--- src/rtl/sram_rw_arbiter.sv ---
// rtl/sram_rw_arbiter.sv - read-priority arbiter for one single-port RW SRAM with response hold register
module sram_rw_arbiter #(
    parameter int ADDR_WIDTH   = 12,
    parameter int DATA_WIDTH   = 192,
    parameter int MASK_WIDTH   = 16,
    parameter int STARVE_LIMIT = 4
) (
    input  logic                  clock,
    input  logic                  reset,
    input  logic                  rd_req_valid,
    output logic                  rd_req_ready,
    input  logic [ADDR_WIDTH-1:0] rd_req_addr,
    output logic                  rd_resp_valid,
    input  logic                  rd_resp_ready,
    output logic [DATA_WIDTH-1:0] rd_resp_data,
    input  logic                  wr_req_valid,
    output logic                  wr_req_ready,
    input  logic [ADDR_WIDTH-1:0] wr_req_addr,
    input  logic [MASK_WIDTH-1:0] wr_req_mask,
    input  logic [DATA_WIDTH-1:0] wr_req_data,
    output logic                  sram_en,
    output logic                  sram_wmode,
    output logic [ADDR_WIDTH-1:0] sram_addr,
    output logic [MASK_WIDTH-1:0] sram_wmask,
    output logic [DATA_WIDTH-1:0] sram_wdata,
    input  logic [DATA_WIDTH-1:0] sram_rdata
);

    localparam int CNT_W = $clog2(STARVE_LIMIT + 1);
    localparam logic [CNT_W-1:0] CNT_MAX = CNT_W'(STARVE_LIMIT);

    logic                  inflight_q, inflight_d;
    logic                  hold_valid_q, hold_valid_d;
    logic [DATA_WIDTH-1:0] hold_data_q, hold_data_d;
    logic [CNT_W-1:0]      starve_cnt_q, starve_cnt_d;

    logic rd_ok, force_wr, grant_wr, grant_rd;

    // A read is only eligible when its response is guaranteed a slot next cycle.
    always_comb begin
        rd_ok    = rd_req_valid && !hold_valid_q && !(inflight_q && !rd_resp_ready);
        force_wr = wr_req_valid && (starve_cnt_q == CNT_MAX);
        grant_wr = !reset && wr_req_valid && (force_wr || !rd_ok);
        grant_rd = !reset && rd_ok && !grant_wr;
    end

    always_comb begin
        rd_req_ready  = grant_rd;
        wr_req_ready  = grant_wr;
        sram_en       = grant_rd | grant_wr;
        sram_wmode    = grant_wr;
        sram_addr     = grant_wr ? wr_req_addr : rd_req_addr;
        sram_wmask    = grant_wr ? wr_req_mask : '0;
        sram_wdata    = grant_wr ? wr_req_data : '0;
        rd_resp_valid = !reset && (hold_valid_q || inflight_q);
        rd_resp_data  = hold_valid_q ? hold_data_q : sram_rdata;
    end

    always_comb begin
        inflight_d   = grant_rd;
        hold_valid_d = hold_valid_q;
        hold_data_d  = hold_data_q;
        starve_cnt_d = starve_cnt_q;

        if (hold_valid_q && rd_resp_ready) begin
            hold_valid_d = 1'b0;
        end
        // Macro output is only valid for one cycle, so a stalled response is parked here.
        if (inflight_q && !rd_resp_ready) begin
            hold_valid_d = 1'b1;
            hold_data_d  = sram_rdata;
        end

        if (grant_wr || !wr_req_valid) begin
            starve_cnt_d = '0;
        end else if (starve_cnt_q != CNT_MAX) begin
            starve_cnt_d = starve_cnt_q + 1'b1;
        end
    end

    always_ff @(posedge clock) begin
        hold_data_q <= hold_data_d;
        if (reset) begin
            inflight_q   <= 1'b0;
            hold_valid_q <= 1'b0;
            starve_cnt_q <= '0;
        end else begin
            inflight_q   <= inflight_d;
            hold_valid_q <= hold_valid_d;
            starve_cnt_q <= starve_cnt_d;
        end
    end

endmodule
--- config.mk ---
export PLATFORM = sky130hd
export DESIGN_NAME = sram_rw_arbiter
export DESIGN_NICKNAME = d
export VERILOG_FILES = /design/src/rtl/sram_rw_arbiter.sv
export SDC_FILE = /design/constraint.sdc
export NUM_CORES = 1
export LEC_CHECK = 0
export CAP_MARGIN = 20
export CELL_PAD_IN_SITES_DETAIL_PLACEMENT = 1
export CELL_PAD_IN_SITES_GLOBAL_PLACEMENT = 1
export CORE_AREA = 2 2 332 334
export DETAILED_ROUTE_END_ITERATION = 8
export DIE_AREA = 0 0 334 336
export PLACE_DENSITY_LB_ADDON = 0.1
export SYNTH_ARGS = -nofsm -noshare
export SYNTH_HDL_FRONTEND = slang
export SYNTH_SLANG_ARGS = --single-unit
--- constraint.sdc ---
create_clock -name clock -period 17.6 [get_ports clock]
set_input_delay 3.52 -clock clock [delete_from_list [all_inputs] [get_ports clock]]
set_output_delay 3.52 -clock clock [all_outputs]
set_load 0.01 [all_outputs]
==> flow_summary.json <==
{
  "hpwl_um": 57300,
  "postRouteAntennaNets": 0,
  "clock_sinks": 197,
  "synth_edf_count": 192,
  "antenna_found_initial": 47,
  "syn2layout_area_growth_pct": 109,
  "firstDrtPassIters": 4,
  "syn_nets": 1111,
  "cts_hold_buf": 0,
  "initial_core_util_pct": 9.10,
  "cts_buffers": 17,
  "routedWlPerCell_um": 23.3,
  "syn_avg_cell_area_sq_um": 14.5,
  "slew_headroom_pct": 31.0,
  "synth_cell_types": 20,
  "finClkSkew_ps": 12.2,
  "drv_cap": 0,
  "finalWirelength_um": 68700,
  "grt_overflow": 0,
  "cts_resized": 0,
  "power.leakage_nw": 6.75,
  "fin_setup_tns_ps": 0,
  "path_cells": "clkdlybuf4s50_1, nand2b_1, a31oi_4, buf_4, buf_4, buf_16, and2_1, clkdlybuf4s50_1",
  "cts_buffer_depth": 2,
  "power.density_mw_per_mm2": 62.6,
  "crit_slowest_cell": "buf_4",
  "drive_above_1_share_pct": 16.0,
  "worst_pin_slew_ps": 1030,
  "drc_errors": 0,
  "end_kind": "primary output",
  "finalPower_mw": 1.29,
  "required_ps": 14080,
  "fp.coreArea_sq_mm": 0.108,
  "cp_max_fo": 119,
  "crit_family": "buffers and inverters",
  "drt-initial-drc-count": 240,
  "period_minus_slack_ps": 10250,
  "yosysSeqAreaShare_pct": 59.4,
  "max_freq_mhz": 97.6,
  "vias_per_cell": 3.10,
  "grt_pass1_wl_um": 89300,
  "hold_viol_final": 0,
  "report.final.slew_viol_count": 0,
  "cts_max_level": 4,
  "syn_area_sq_mm": 0.00987,
  "synth_ff_type": "edfxtp_1",
  "die_h_um": 336,
  "synth.ff_latch_count": 197,
  "timing.final.crit_share_pct": 58.2,
  "ctsRootBufferMaster": "clkbuf_16",
  "port_buffers": 845,
  "hold_path_class": "reg2reg",
  "grt_pass1_vias": 9839,
  "top_level_ports": 846,
  "rsz0062_at_grt": "false",
  "via_count": 9156,
  "ys_warn_count": 0,
  "syn-instance-count": 680,
  "cp.buffers_inverters": 5,
  "grt_start_max_net_pins": 134,
  "fin_nets": 1935,
  "die-area_sq_mm": 0.112,
  "peakVddDrop_v": 0.0000715,
  "grt_usage_pct": 11.8,
  "setup_violations": 0,
  "worstSetupPathType": "in2out",
  "async_flop_share_pct": 0,
  "place_congestion": 0.853,
  "num_rows": 121,
  "fillers": 12200,
  "arrival_ps": 6730,
  "cts_tree": "yes",
  "start_kind": "input port",
  "clkTransAtPathRegs_ps": 80,
  "dieWidth_um": 334,
  "clk_latency_ps": 510,
  "status": "finished clean",
  "post-cts-setup-buffers": 0,
  "critical-path-max-stage-delay_ps": 650
}
[final timing paths]
path	from	endpoint	slack, ps	cells past startpoint
max	reset	sram_wdata[187]	7350	8
min	starve_cnt_q[0]	starve_cnt_q[0]	490	1
max reg2reg	inflight_q	hold_data_q[29]	14430	4
min reg2reg	starve_cnt_q[0]	starve_cnt_q[0]	490	1
[layout by cell type (no fill, tap or decap), types with 2 or more instances in the layout]
| cell type | count |
|---|---|
| nor3_1 | 4 |
| nand2b_1 | 2 |
| diode_2 | 18 |
| clkbuf_16 | 17 |
| clkinv_4 | 2 |
| inv_1 | 3 |
| buf_4 | 5 |
| nand2_1 | 2 |
| and2_1 | 208 |
| dfxtp_1 | 4 |
| clkinv_1 | 2 |
| mux2_2 | 202 |
| mux2_1 | 2 |
| nor2_1 | 3 |
| inv_8 | 5 |
| edfxtp_1 | 192 |
| ha_1 | 2 |
| a211oi_1 | 2 |
| clkdlybuf4s50_1 | 845 |
| bufinv_16 | 3 |
[worst reg2reg max path, cell delays in order (launching register included)]
cell,delay [ps]
dfxtp_1,340
nand2b_1,230
inv_8,460
buf_4,750
buf_4,900
[area by class of cell]
class                      instances  area, sq um  area share (%)
inverter                           4         22.5           0.109
clock buffer                      17          425            2.06
timing repair buffer             852         8540            41.4
antenna                           18         45.0           0.218
sequential                       197         5870            28.5
clock inverter                    15          198           0.959
multi-input combinational        432         3740            18.2
tap                             1414         1770            8.58
[cells by family after synthesis]
logic type	share of synthesized area, %
mux	23.3
flops	59.4
xor+xnor	0.0888
simple gates	13.9
buf+inv	2.62
compound gates	0.418
fa+ha+maj	0.254
[routing by layer]
metal / global-route usage [%] / wire length, um / part of all wire, %
met3: 5.84 / 6850 / 10
met2: 23.8 / 40000 / 58
met1: 9.67 / 20400 / 30
met4: 4.19 / 1300 / 1.9
met5: 0 / 126 / 0.18
[flip-flops by register name, summed over array words and instances (netlist names)]
| register | count |
|---|---|
| hold_data_q | 192 |
| inflight_q | 1 |
| hold_valid_q | 1 |
| starve_cnt_q | 3 |
[report_power, final]
| group | switching (mW) | leakage, nW | total [mW] | internal (mW) |
|---|---|---|---|---|
| logic | 0.114 | 4.66 | 0.308 | 0.194 |
| registers | 0.00327 | 1.79 | 0.531 | 0.528 |
| clock network | 0.223 | 0.303 | 0.452 | 0.228 |
| total | 0.340 | 6.75 | 1.29 | 0.951 |
[cells in the mapped netlist (all sizes together) (2+ instances only)]
| cell type | count | area share, % |
|---|---|---|
| buf | 46 | 2.4 |
| mux2 | 204 | 23 |
| inv | 4 | 0.15 |
| nand2 | 2 | 0.076 |
| and2 | 208 | 13 |
| ha | 2 | 0.25 |
| edfxtp | 192 | 58 |
| nor3 | 4 | 0.20 |
| dfxtp | 5 | 1.0 |
| nor2 | 3 | 0.11 |
| a211oi | 2 | 0.15 |
| nand2b | 2 | 0.13 |
[per-stage QoR]
| stage | setup WS, ps | instance area [sq um] | hold slack (ps) | std cells | utilization [%] |
|---|---|---|---|---|---|
| 5_1_grt | 7080 | 20600 | 500 | 2941 | 19.0 |
| 3_5_place_dp | 6840 | 19900 | 470 | 2898 | 18.4 |
| 3_3_place_gp | 6920 | 19900 | 474 | 2898 | 18.4 |
| 6_report | 7350 | 20600 | 489 | 2949 | 19.0 |
| 4_1_cts | 6840 | 20500 | 489 | 2930 | 19.0 |
| 2_1_floorplan | 9590 | 9870 | 432 | 680 | - |
Note: power is estimated with default switching activity, not from simulation.
